--- src/rtl/led_matrix_scan.sv ---
// led_matrix_scan: column-multiplexed LED matrix driver.
// Scans NUM_ROWS x NUM_COLS one column at a time. The incoming frame is held in a
// shadow buffer until the next frame boundary, so a partly updated frame is never shown.
// Adds global PWM brightness and a frame_tick pulse for upstream pacing.
// Optional feature macro: LED_MATRIX_BLANK_EN adds anti-ghosting dead time at the
// start of every column slot.
// The row and column outputs are registered from the next-cycle values of the counters
// and buffers, so in any cycle they match the counter state of that same cycle.
module led_matrix_scan #(
  parameter int unsigned NUM_ROWS     = 8,
  parameter int unsigned NUM_COLS     = 4,
  parameter int unsigned COL_PERIOD   = 50_000,
  parameter int unsigned BRIGHT_BITS  = 4,
  parameter int unsigned BLANK_CYCLES = 64
) (
  input  logic                         clk,
  input  logic                         rst_n,
  input  logic [NUM_ROWS*NUM_COLS-1:0] in_data,
  input  logic                         in_valid,
  output logic                         in_ready,
  input  logic [BRIGHT_BITS-1:0]       brightness,
  output logic                         frame_tick,
  output logic [NUM_ROWS-1:0]          rows,
  output logic [NUM_COLS-1:0]          cols
);

  localparam int unsigned SLOT_W = (COL_PERIOD > 1) ? $clog2(COL_PERIOD) : 1;
  localparam int unsigned COL_W  = (NUM_COLS > 1) ? $clog2(NUM_COLS) : 1;
  localparam int unsigned FRAME_W = NUM_ROWS * NUM_COLS;

  // Scan and PWM state
  logic [SLOT_W-1:0]      r_slot_cnt;
  logic [COL_W-1:0]       r_col_idx;
  logic [BRIGHT_BITS-1:0] r_pwm_cnt;
  logic [BRIGHT_BITS-1:0] r_bright_q;

  // Frame buffers and handshake state
  logic [FRAME_W-1:0]     r_active;
  logic [FRAME_W-1:0]     r_shadow;
  logic                   r_pending;

  // Registered outputs
  logic [NUM_ROWS-1:0]    r_rows;
  logic [NUM_COLS-1:0]    r_cols;
  logic                   r_frame_tick;

  // Next-state values
  logic                   w_slot_last;
  logic                   w_col_last;
  logic                   w_boundary;
  logic [SLOT_W-1:0]      w_slot_next;
  logic [COL_W-1:0]       w_col_next;
  logic [BRIGHT_BITS-1:0] w_pwm_next;
  logic [BRIGHT_BITS-1:0] w_bright_next;
  logic                   w_xfer;
  logic                   w_swap;
  logic [FRAME_W-1:0]     w_active_next;
  logic                   w_tick_next;
  logic                   w_enable;
  logic                   w_blank;
  logic [NUM_ROWS-1:0]    w_col_pixels;
  logic [NUM_ROWS-1:0]    w_rows_next;
  logic [NUM_COLS-1:0]    w_cols_next;

  assign in_ready   = ~r_pending;
  assign frame_tick = r_frame_tick;
  assign rows       = r_rows;
  assign cols       = r_cols;

  // Compute scan counters, buffer swap and output pixel values for the next cycle
  always_comb begin
    w_slot_last   = (r_slot_cnt == SLOT_W'(COL_PERIOD - 1));
    w_col_last    = (r_col_idx == COL_W'(NUM_COLS - 1));
    w_boundary    = w_slot_last & w_col_last;

    w_slot_next   = w_slot_last ? '0 : r_slot_cnt + 1'b1;
    w_col_next    = r_col_idx;
    if (w_slot_last) begin
      w_col_next  = w_col_last ? '0 : r_col_idx + 1'b1;
    end
    w_pwm_next    = r_pwm_cnt + 1'b1;

    // Only one frame per ready window; a frame arriving on the boundary itself
    // lands in the shadow buffer and waits for the following boundary.
    w_xfer        = in_valid & ~r_pending;
    w_swap        = w_boundary & r_pending;
    w_active_next = w_swap ? r_shadow : r_active;
    w_bright_next = w_boundary ? brightness : r_bright_q;

    w_tick_next   = (w_slot_next == SLOT_W'(COL_PERIOD - 1)) &&
                    (w_col_next == COL_W'(NUM_COLS - 1));

    // All-ones brightness means always on; zero means always off
    w_enable      = (w_pwm_next < w_bright_next) | (&w_bright_next);

    w_col_pixels  = '0;
    for (int c = 0; c < int'(NUM_COLS); c++) begin
      if (w_col_next == COL_W'(c)) begin
        w_col_pixels = w_active_next[c*NUM_ROWS +: NUM_ROWS];
      end
    end

`ifdef LED_MATRIX_BLANK_EN
    w_blank       = (32'(w_slot_next) < BLANK_CYCLES);
`else
    // Blanking disabled: the term is forced low but keeps the parameter referenced
    w_blank       = 1'b0 & (32'(w_slot_next) < BLANK_CYCLES);
`endif

    w_rows_next   = ~(w_col_pixels & {NUM_ROWS{w_enable}});
    w_cols_next   = ~(NUM_COLS'(1) << w_col_next);
    if (w_blank) begin
      w_rows_next = '1;
      w_cols_next = '1;
    end
  end

  // Advance the column slot, column index and PWM counters
  always_ff @(posedge clk or negedge rst_n) begin
    if (!rst_n) begin
      r_slot_cnt <= '0;
      r_col_idx  <= '0;
      r_pwm_cnt  <= '0;
      r_bright_q <= '1;
    end else begin
      r_slot_cnt <= w_slot_next;
      r_col_idx  <= w_col_next;
      r_pwm_cnt  <= w_pwm_next;
      r_bright_q <= w_bright_next;
    end
  end

  // Accept frames into the shadow buffer and promote them at frame boundaries
  always_ff @(posedge clk or negedge rst_n) begin
    if (!rst_n) begin
      r_active  <= '0;
      r_shadow  <= '0;
      r_pending <= 1'b0;
    end else begin
      r_active <= w_active_next;
      if (w_xfer) begin
        r_shadow  <= in_data;
        r_pending <= 1'b1;
      end else if (w_swap) begin
        r_pending <= 1'b0;
      end
    end
  end

  // Register the board-facing drive and the frame tick
  always_ff @(posedge clk or negedge rst_n) begin
    if (!rst_n) begin
      r_rows       <= '1;
      r_cols       <= '1;
      r_frame_tick <= 1'b0;
    end else begin
      r_rows       <= w_rows_next;
      r_cols       <= w_cols_next;
      r_frame_tick <= w_tick_next;
    end
  end

endmodule

--- config.mk ---
export PLATFORM = sky130hd
export DESIGN_NAME = led_matrix_scan
export DESIGN_NICKNAME = d
export VERILOG_FILES = /design/src/rtl/led_matrix_scan.sv
export SDC_FILE = /design/constraint.sdc
export NUM_CORES = 1
export LEC_CHECK = 0
export ABC_AREA = 1
export BUFFER_PORTS_ARGS = -buffer_cell sky130_fd_sc_hd__buf_2
export CAP_MARGIN = 30
export CORE_ASPECT_RATIO = 0.5
export CORE_MARGIN = 5
export CORE_UTILIZATION = 53
export CTS_CLUSTER_DIAMETER = 120
export DETAILED_ROUTE_END_ITERATION = 7
export PLACE_DENSITY = 0.74
export SYNTH_ARGS = -nofsm -noshare
export SYNTH_HDL_FRONTEND = slang
export SYNTH_SLANG_ARGS = --single-unit
--- constraint.sdc ---
create_clock -name clk -period 2.5 [get_ports clk]
set_clock_uncertainty 0.2 [all_clocks]
set_input_delay 0.5 -clock clk [delete_from_list [all_inputs] [get_ports clk]]
set_output_delay 0.5 -clock clk [all_outputs]
set_load 0.03 [all_outputs]
==> results of run 1 <==
-- layer usage --
layer  routed length (um)  share of wire, %
met1                 4760                47
met5                    0                 0
met4                  122               1.2
met3                  295               2.9
met2                 4910                49
-- layout by cell type, fill, tap and decap left out, types with 11 or more instances in the layout --
cell type | netlist | routed
nand4_1 | 11 | 11
dfstp_2 | 16 | 16
inv_1 | 74 | 73
nor2_1 | 39 | 37
nand2_2 | 4 | 12
buf_4 | 1 | 24
buf_2 | 5 | 51
dfrtp_1 | 88 | 87
nand2_1 | 143 | 133
nand3_1 | 38 | 36
mux2_2 | 29 | 29
-- how the worst min path moves through the flow --
stage	from	to	slack (ps)
detailed placement	r_active[21]	r_active[21]	260
finish	in_data[25]	r_shadow[25]	180
global placement	r_active[14]	r_active[14]	250
floorplan	rst_n	frame_tick	4
global route	in_data[10]	r_shadow[10]	170
CTS	in_data[19]	r_shadow[19]	170
-- sequential cells by signal, indices dropped and copies added (netlist names) --
name        count
r_active       32
r_shadow       32
r_slot_cnt     16
rows            8
cols            4
r_bright_q      4
r_pwm_cnt       4
r_col_idx       2
frame_tick      1
r_pending       1
-- per-stage QoR --
| stage | setup slack, ps | setup TNS, ps |
|---|---|---|
| after floorplan | 93.2 | 0 |
| after global placement | 26.3 | 0 |
| after detailed placement | -49.0 | -146 |
| after CTS | 40.1 | 0 |
| after global routing | 0.828 | 0 |
| final | 153 | 0 |
-- cells in the mapped netlist, types with 5 or more instances --
| master | n |
|---|---|
| nand4_1 | 11 |
| mux2_2 | 29 |
| nand2_1 | 143 |
| nor2_1 | 39 |
| ha_1 | 5 |
| a21oi_1 | 6 |
| dfstp_2 | 16 |
| inv_1 | 74 |
| inv_2 | 5 |
| o21ai_0 | 7 |
| o21ai_1 | 8 |
| nand3_1 | 38 |
| dfrtp_1 | 88 |
| buf_2 | 5 |
-- kinds of logic after synthesis --
group | synth area share, %
xor gates and xnor gates | 1.45
DFF | 54.2
AOI/OAI and AO/OA | 4.01
and+or+nand+nor | 24.4
buffers and inverters | 7.84
muxes | 6.75
adders and majority gates | 1.29
-- what timing repair did --
action,in CTS,in global routing
hold buffers,1,0
setup buffers,0,3
hold endpoints to repair,36,0
setup endpoints to repair,8,8
gates resized for setup,1,22
pin swaps,0,10
-- worst register-to-register path, stage by stage, from the launching register on --
cell	delay, ps
dfrtp_1	390
ha_4	180
nand2_4	70
nor2_8	100
nand3_4	100
nor2_8	120
nand2_2	60
inv_2	60
nand2_1	60
o21ai_2	60
inv_1	60
ha_1	270
inv_1	50
o21bai_1	150
inv_1	80
nand2_2	110
nand2_8	100
nand3_2	100
-- power breakdown --
| part | internal (mW) | total [mW] | switching, mW |
|---|---|---|---|
| registers | 1.68 | 1.68 | 0 |
| logic | 0.0298 | 0.0719 | 0.0420 |
| clock network | 0.690 | 1.33 | 0.644 |
-- layout make-up --
type                       count  area [sq um]  share of cell area (%)
multi-input combinational    332          1910                    33.2
inverter                      80           308                    5.35
clock inverter                 6          52.6                   0.913
sequential                   104          2620                    45.6
tap                          117           146                    2.54
timing repair buffer          78           485                    8.43
clock buffer                  10           229                    3.98
==> results.sh, run 1 <==
export IMPL_leakagePower_nw=3.22
export IMPL_grtUsageTotal_pct=19.1
export IMPL_rrSetupSlack_ps=150
export IMPL_ys_ff_latch=104
export IMPL_h_tree_depth=3
export IMPL_worst_pin_slew_ps=610
export IMPL_viasPerCell=4.97
export IMPL_placed_cells=707
export IMPL_port_buffers=52
export IMPL_area_growth_pct=19.0
export IMPL_seq_area_frac_synth_pct=54.2
export IMPL_die_w_um=145
export IMPL_met2_usage_pct=32.3
export IMPL_clk_pin_slew_ps=70
export IMPL_reg2reg_depth=17
export IMPL_synth_avg_cell_area_sq_um=9.18
export IMPL_hold_path_class="in -> reg"
export IMPL_worstPathMaxFanout=8
export IMPL_routedWlPerCell_um=13.9
export IMPL_n_antenna_cell=0
export IMPL_startpoint_type="flip-flop"
export IMPL_cp_data_arrival_time_ps=2440
export IMPL_ir_drop_mv=0.335
export IMPL_crit_start="r_slot_cnt[1]"
export IMPL_worstReg2RegStart="r_slot_cnt[1]"
export IMPL_clk_path_buf_depth=2
export IMPL_power_total_mw=3.09
export IMPL_synth_top_cells_by_area="dfrtp_1, nand2_1, dfstp_2"
export IMPL_slew_headroom_pct=59.3
export IMPL_met1_usage_pct=25.2
export IMPL_finalCritPeriodShare_pct=93.9
export IMPL_synthCells=527
export IMPL_clkSinkCount=104
export IMPL_fin_cells=727
export IMPL_io_pins=53
export IMPL_crit_end="rows[6]"
export IMPL_max_freq_mhz=426
export IMPL_async_flop_share_pct=100
export IMPL_setup_viol=0
export IMPL_place_congestion=0.866
export IMPL_rows=24
export IMPL_rsz0062_at_grt="no"
export IMPL_worstSetupPathType="reg -> reg"
export IMPL_status="finished clean"
export IMPL_ys_types=36
export IMPL_path_depth=17
export IMPL_drc_errors=0
export IMPL_yosysTopAreaCell="dfrtp_1"
export IMPL_hold_worst_slack_ps=177
export IMPL_grt_pass1_vias=3737
export IMPL_fp_dieH_um=77.6
export IMPL_cp_required_ps=2590
export IMPL_wl_mm=10.1
export IMPL_p_per_area_nw_per_um2=536
export IMPL_endpoint_kind="flip-flop"
export IMPL_synth_top_area_share_pct=45.5
export IMPL_nets=649
export IMPL_core_sq_um=8800
export IMPL_dr_pass1_iters=4
export IMPL_start_util_pct=55.0
export IMPL_antenna_found_initial=0
export IMPL_grt_first_pass_wirelength_mm=17.6
export IMPL_antenna_left=0
export IMPL_fill_cells=717
export IMPL_r2r_end="rows[6]"
export IMPL_grt_max_degree=48
export IMPL_cp_num_buf_inv=4
export IMPL_use_met3_pct=4.60
export IMPL_crit_top_cell="inv_1"
export IMPL_crit_chain="ha_4 -> nand2_4 -> nor2_8 -> nand3_4 -> nor2_8 -> nand2_2 -> inv_2 -> nand2_1 -> o21ai_2 -> inv_1 -> ha_1 -> inv_1 -> o21bai_1 -> inv_1 -> nand2_2 -> nand2_8 -> nand3_2"
export IMPL_max_stage_delay_ps=390
export IMPL_final_hold_viol_count=0
export IMPL_overflow=0
export IMPL_placed_area_sq_um=5360
export IMPL_num_vias=3616
export IMPL_fp_dieArea_sq_um=11300
export IMPL_synth_flop_cell="dfrtp_1"
export IMPL_drt_iter0_drc=228
export IMPL_synth_edf_count=0
export IMPL_final_util_pct=65.4
export IMPL_min_period_ps=2350
export IMPL_clock_root_buffer="clkbuf_16"
export IMPL_cts_made_buffers=9
export IMPL_clock_latency_ps=340
export IMPL_place_hpwl_mm=7.40
export IMPL_cts_tree="built"
export IMPL_synth_nets=571
export IMPL_crit_family="simple AND/OR/NAND/NOR gates"
export IMPL_top_usage_layer="met2"
export IMPL_holdPathStages=2
export IMPL_drv_slew=0
export IMPL_netlist_area_sq_um=4840
export IMPL_layout_drive_gt1_share_pct=29.0
export IMPL_slowest_stage="dfrtp_1"
export IMPL_maxCapViolations=0
export IMPL_synth_warnings=0
export IMPL_fin_area_sq_um=5760
(Power assumes the default switching activity.)
==> run 2, diff against run 1 <==
--- a/config.mk
+++ b/config.mk
@@ -6,14 +6,15 @@
 export NUM_CORES = 1
 export LEC_CHECK = 0
 export ABC_AREA = 1
+export ABC_CLOCK_PERIOD_IN_PS = 2500
 export BUFFER_PORTS_ARGS = -buffer_cell sky130_fd_sc_hd__buf_2
 export CAP_MARGIN = 30
 export CORE_ASPECT_RATIO = 0.5
 export CORE_MARGIN = 5
-export CORE_UTILIZATION = 53
+export CORE_UTILIZATION = 50
 export CTS_CLUSTER_DIAMETER = 120
 export DETAILED_ROUTE_END_ITERATION = 7
-export PLACE_DENSITY = 0.74
+export PLACE_DENSITY = 0.7
 export SYNTH_ARGS = -nofsm -noshare
 export SYNTH_HDL_FRONTEND = slang
 export SYNTH_SLANG_ARGS = --single-unit
==> run 2 against run 1 <==
Net effect:
- worst setup slack improved by 4.6 ps
- wire length decreased by 0.79%
- first-iteration DRC count decreased by 28%
- critical path type unchanged
- count of clock-buffer cells in the layout unchanged
==> results.sh, run 2 (synthesis gave the netlist of run 1 again) <==
export IMPL_rrSetupSlack_ps=160
export IMPL_fp_dieH_um=79.6
export IMPL_worstPathMaxFanout=8
export IMPL_grtUsageTotal_pct=18.3
export IMPL_p_sw_share_pct=19.5
export IMPL_clock_latency_ps=340
export IMPL_slew_headroom_pct=62.8
export IMPL_placed_cells=725
export IMPL_status="finished clean"
export IMPL_worst_pin_slew_ps=558
export IMPL_clock_root_buffer="clkbuf_16"
export IMPL_drv_slew=0
export IMPL_met1_usage_pct=24.4
export IMPL_port_buffers=52
export IMPL_area_growth_pct=19.7
export IMPL_top_usage_layer="met2"
export IMPL_endpoint_kind="flip-flop"
export IMPL_clkSinkCount=104
export IMPL_p_int_mw=2.73
export IMPL_leakagePower_nw=3.23
export IMPL_fin_cells=743
export IMPL_final_hold_viol_count=0
export IMPL_worstReg2RegStart="r_slot_cnt[0]"
export IMPL_finalCritPeriodShare_pct=93.7
export IMPL_power_frac_clock_pct=48.3
export IMPL_n_antenna_cell=0
export IMPL_ir_drop_mv=0.299
export IMPL_hold_path_class="in -> reg"
export IMPL_start_util_pct=51.2
export IMPL_antenna_found_initial=0
export IMPL_antenna_left=0
export IMPL_drt_iter0_drc=165
export IMPL_slowest_stage="dfrtp_1"
export IMPL_crit_chain="ha_4 -> nand2_2 -> nor2_8 -> nand3_4 -> nor2_8 -> nand2_1 -> inv_2 -> nand2_1 -> o21ai_2 -> inv_1 -> ha_1 -> inv_1 -> o21bai_1 -> inv_1 -> nand2_1 -> nand2_4 -> nand2_1"
export IMPL_use_met3_pct=4.20
export IMPL_cts_made_buffers=9
export IMPL_clk_pin_slew_ps=70
export IMPL_layout_common_cells="nand2_1, dfrtp_1, inv_1"
export IMPL_max_stage_delay_ps=390
export IMPL_die_w_um=149
export IMPL_min_period_ps=2340
export IMPL_p_seq_share_pct=49.7
export IMPL_viasPerCell=4.78
export IMPL_grt_pass1_vias=3629
export IMPL_overflow=0
export IMPL_fp_dieArea_sq_um=11900
export IMPL_h_tree_depth=3
export IMPL_drc_errors=0
export IMPL_clk_path_buf_depth=2
export IMPL_max_freq_mhz=427
export IMPL_cts_tree="built"
export IMPL_combPwrFrac_pct=2.1
export IMPL_cp_num_buf_inv=4
export IMPL_place_hpwl_mm=7.39
export IMPL_crit_top_cell="nand2_1"
export IMPL_layout_drive_gt1_share_pct=26.8
export IMPL_dr_pass1_iters=4
export IMPL_grt_first_pass_wirelength_mm=17.2
export IMPL_power_switching_uw=662
export IMPL_whs_endpoint="r_shadow[18]"
export IMPL_cp_data_arrival_time_ps=2430
export IMPL_io_pins=53
export IMPL_reg2reg_depth=17
export IMPL_routedWlPerCell_um=13.5
export IMPL_p_per_area_nw_per_um2=585
export IMPL_num_vias=3548
export IMPL_power_total_mw=3.39
export IMPL_top_regs="r_active: 32 flops, r_shadow: 32 flops, r_slot_cnt: 16 flops"
export IMPL_hold_start="in_data[18]"
export IMPL_grt_max_degree=46
export IMPL_place_congestion=0.883
export IMPL_startpoint_type="flip-flop"
export IMPL_wl_mm=10.0
export IMPL_core_sq_um=9450
export IMPL_crit_family="simple AND/OR/NAND/NOR gates"
export IMPL_nets=648
export IMPL_r2r_end="rows[0]"
export IMPL_holdPathStages=2
export IMPL_final_common_cell="nand2_1"
export IMPL_crit_start="r_slot_cnt[0]"
export IMPL_setup_viol=0
export IMPL_met2_usage_pct=30.8
export IMPL_maxCapViolations=0
export IMPL_rows=25
export IMPL_cp_required_ps=2580
export IMPL_worstSetupPathType="reg -> reg"
==> run 2: cell types whose count changed in the layout (fill, tap and decap cells not counted), sizes merged <==
cell    before  now
clkinv       5    1
bufinv       0    3
buf         77   76
==> run 2: worst max path at each step <==
stage | to | cells after the start
finish | rows[0] | 17
global route | rows[7] | 15
CTS | rows[7] | 17
detailed placement | rows[7] | 17
global placement | rows[6] | 17
floorplan | rows[6] | 17
==> run 2: layer usage <==
metal,vias up,part of all wire [%]
met4,0,0.66
met2,54,48
met5,-,0
met1,1680,47
met3,6,3.8
li1,1808,-
==> run 2: area by class of cell <==
class / count / area (sq um)
Multi-Input combinational cell: 332 / 1860
Clock buffer: 10 / 239
Timing Repair Buffer: 77 / 478
Tap cell: 135 / 169
Sequential cell: 104 / 2620
Fill cell: 857 / 3660
Clock inverter: 5 / 113
Inverter: 80 / 305
==> run 2: stage by stage <==
stage	util [%]	setup TNS [ps]	instance area (sq um)	hold slack [ps]	worst slack [ps]
finish	61.3	0	5790	183	157
global route	61.3	-2.61	5790	175	-2.61
CTS	60.9	0	5750	172	33.6
detailed placement	57.0	-291	5390	258	-69.3
global placement	57.0	0	5390	256	36.4
floorplan	-	0	4840	4.41	93.2
==> run 2: power by group through the flow <==
stage | clock [mW] | sequential (mW) | combinational, mW
global placement | 0 | 1.71 | 0.0711
floorplan | 0 | 1.71 | 0.00111
detailed placement | 0 | 1.71 | 0.0722
finish | 1.64 | 1.68 | 0.0695
global route | 1.75 | 1.68 | 0.0829
CTS | 1.68 | 1.68 | 0.0734
==> run 2: timing repair <==
action	4_1_cts	5_1_grt
hold buffers	1	0
endpoints found under the setup margin	8	8
buffers inserted	0	2
endpoints found under the hold margin	38	0
resized for setup	1	6
pin swaps	0	1
==> run 3, diff against run 2 <==
--- a/config.mk
+++ b/config.mk
@@ -6,7 +6,7 @@
 export NUM_CORES = 1
 export LEC_CHECK = 0
 export ABC_AREA = 1
-export ABC_CLOCK_PERIOD_IN_PS = 2500
+export ABC_CLOCK_PERIOD_IN_PS = 2000
 export BUFFER_PORTS_ARGS = -buffer_cell sky130_fd_sc_hd__buf_2
 export CAP_MARGIN = 30
 export CORE_ASPECT_RATIO = 0.5
==> constraint.sdc (replaced) <==
create_clock -name clk -period 2 [get_ports clk]
set_clock_uncertainty 0.2 [all_clocks]
set_input_delay 0.4 -clock clk [delete_from_list [all_inputs] [get_ports clk]]
set_output_delay 0.4 -clock clk [all_outputs]
set_load 0.03 [all_outputs]
==> run 3 against run 2 <==
Net effect:
- the flow now finishes with violations (setup timing)
- core utilization is 8.8 points higher
- hold slack worse by 100 ps
- die area stayed put
- non-clock buffer count is 69 higher
- cell count is 9.7% higher
- combinational power is 30% higher
- via count is 13% higher
- largest power group unchanged
- count of clock-buffer cells in the layout stayed put
==> results.sh, run 3 (synthesis gave the netlist of run 1 again) <==
export IMPL_grt_first_pass_wirelength_mm=19.1
export IMPL_fp_dieArea_sq_um=11900
export IMPL_worstReg2RegStart="r_slot_cnt[0]"
export IMPL_fin_cells=815
export IMPL_setup_viol=23
export IMPL_placed_area_sq_um=5850
export IMPL_grt_pass1_vias=4039
export IMPL_port_buffers=52
export IMPL_final_hold_viol_count=0
export IMPL_viasPerCell=4.93
export IMPL_placed_cells=779
export IMPL_clock_latency_ps=350
export IMPL_power_switching_uw=882
export IMPL_n_antenna_cell=0
export IMPL_cp_data_arrival_time_ps=2400
export IMPL_clkSinkCount=104
export IMPL_r2r_end="rows[5]"
export IMPL_core_sq_um=9450
export IMPL_place_congestion=0.918
export IMPL_p_seq_share_pct=51.9
export IMPL_grtUsageTotal_pct=20.3
export IMPL_p_int_mw=3.17
export IMPL_holdPathStages=2
export IMPL_rsz0062_at_grt="yes"
export IMPL_crit_chain="ha_4 -> nand2_4 -> nor2_8 -> nand3_4 -> nor2_8 -> nand2_2 -> inv_2 -> buf_4 -> o21ai_4 -> inv_2 -> ha_1 -> inv_1 -> o21bai_1 -> inv_1 -> nand2_2 -> nand2_4 -> nand2_2"
export IMPL_p_sw_share_pct=21.8
export IMPL_crit_top_cell="nand2_2"
export IMPL_reg2reg_depth=17
export IMPL_fin_area_sq_um=6620
export IMPL_drc_errors=0
export IMPL_startpoint_type="flip-flop"
export IMPL_cts_tree="built"
export IMPL_wl_mm=12.0
export IMPL_cp_required_ps=2090
export IMPL_min_period_ps=2310
export IMPL_final_common_cell="nand2_1"
export IMPL_top_regs="r_active: 32 flops, r_shadow: 32 flops, r_slot_cnt: 16 flops"
export IMPL_worstSetupPathType="reg -> reg"
export IMPL_max_freq_mhz=433
export IMPL_layout_common_cells="nand2_1, dfrtp_1, buf_4"
export IMPL_hold_path_class="in -> reg"
export IMPL_overflow=0
export IMPL_ir_drop_mv=0.537
export IMPL_slowest_stage="dfrtp_1"
export IMPL_slew_headroom_pct=70.0
export IMPL_rrSetupSlack_ps=-310
export IMPL_antenna_left=0
export IMPL_power_total_mw=4.05
export IMPL_nets=719
export IMPL_p_per_area_nw_per_um2=611
export IMPL_antenna_found_initial=0
export IMPL_max_stage_delay_ps=410
export IMPL_finalCritPeriodShare_pct=115
export IMPL_clk_pin_slew_ps=80
export IMPL_leakagePower_nw=3.67
export IMPL_whs_endpoint="r_shadow[2]"
export IMPL_num_vias=4020
export IMPL_rows=25
export IMPL_worst_pin_slew_ps=451
export IMPL_worstPathMaxFanout=8
export IMPL_pre_cts_slack_ps=-354
export IMPL_drv_slew=0
export IMPL_dr_pass1_iters=4
export IMPL_endpoint_kind="flip-flop"
export IMPL_fp_dieH_um=79.6
export IMPL_cts_made_buffers=9
export IMPL_violations="setup timing"
export IMPL_h_tree_depth=3
export IMPL_routedWlPerCell_um=14.7
export IMPL_crit_family="simple AND/OR/NAND/NOR gates"
export IMPL_drt_iter0_drc=241
export IMPL_maxCapViolations=0
export IMPL_setup_ws_ps=-308
export IMPL_start_util_pct=51.2
export IMPL_die_w_um=149
export IMPL_status="finished, violations left"
export IMPL_grt_max_degree=40
export IMPL_hold_start="in_data[2]"
export IMPL_area_growth_pct=36.9
export IMPL_layout_drive_gt1_share_pct=41.3
export IMPL_place_hpwl_mm=8.03
export IMPL_clock_root_buffer="clkbuf_16"
export IMPL_io_pins=53
export IMPL_clk_path_buf_depth=2
export IMPL_cp_num_buf_inv=5
export IMPL_combPwrFrac_pct=2.2
export IMPL_power_frac_clock_pct=45.8
==> run 3: cell types whose count changed in the layout (fill, tap and decap cells not counted), sizes merged <==
cell and delta:
buf +68, bufinv -2, clkbuf +1, clkinv +2
clkinvlp +1, inv +2
==> run 3: per-stage QoR <==
stage          utilization, %  setup TNS [ps]  hold slack, ps
4_1_cts                  66.8           -2120            69.5
2_1_floorplan               -           -1990           -95.6
3_3_place_gp             61.9           -2070             170
3_5_place_dp             61.9           -2960             176
5_1_grt                  70.1           -5960            66.7
6_report                 70.1           -3090            78.5
==> run 3: per-layer routing <==
metal | up-vias | global-route usage, % | wire length, um
met2 | 86 | 34.2 | 6070
met4 | 0 | 6.48 | 296
met5 | - | 0 | 0
met1 | 1949 | 26.6 | 5170
li1 | 1957 | - | -
met3 | 28 | 4.20 | 477
==> run 3: worst register-to-register path: stages (launching register included) <==
cell and delay (ps):
dfrtp_1 410, ha_4 190, nand2_4 80, nor2_8 40
nand3_4 80, nor2_8 40, nand2_2 60, inv_2 50
buf_4 130, o21ai_4 130, inv_2 40, ha_1 260
inv_1 50, o21bai_1 150, inv_1 70, nand2_2 70
nand2_4 110, nand2_2 90
==> run 3: area by class of cell <==
class / instances / area [sq um]
Fill cell: 715 / 2820
Sequential cell: 104 / 2620
Multi-Input combinational cell: 332 / 2080
Timing Repair Buffer: 146 / 1090
Inverter: 80 / 315
Clock buffer: 10 / 239
Tap cell: 135 / 169
Clock inverter: 6 / 73.8
Timing Repair inverter: 2 / 25.0
==> run 3: worst max path at each step <==
stage	cells past startpoint	slack (ps)	endpoint	startpoint
after global routing	14	-420	rows[2]	r_slot_cnt[15]
after detailed placement	17	-350	rows[4]	r_slot_cnt[11]
final	17	-310	rows[5]	r_slot_cnt[0]
after floorplan	17	-250	rows[6]	r_slot_cnt[0]
after CTS	17	-260	rows[5]	r_slot_cnt[0]
after global placement	17	-240	rows[3]	r_slot_cnt[4]
==> run 3: power by group through the flow <==
| stage | clock network [mW] | logic, mW | registers [mW] |
|---|---|---|---|
| floorplan | 0 | 0.00139 | 2.14 |
| global placement | 0 | 0.0908 | 2.14 |
| detailed placement | 0 | 0.0925 | 2.14 |
| CTS | 1.88 | 0.0942 | 2.10 |
| global route | 1.96 | 0.106 | 2.10 |
| finish | 1.85 | 0.0902 | 2.10 |
==> run 3: timing repair <==
| item | in CTS | in global routing |
|---|---|---|
| gates cloned | 0 | 3 |
| gates resized for setup | 27 | 46 |
| pin swaps | 16 | 17 |
| hold buffers | 1 | 0 |
| endpoints found under the hold margin | 21 | 0 |
| endpoints found under the setup margin | 18 | 32 |
| buffers inserted | 6 | 10 |
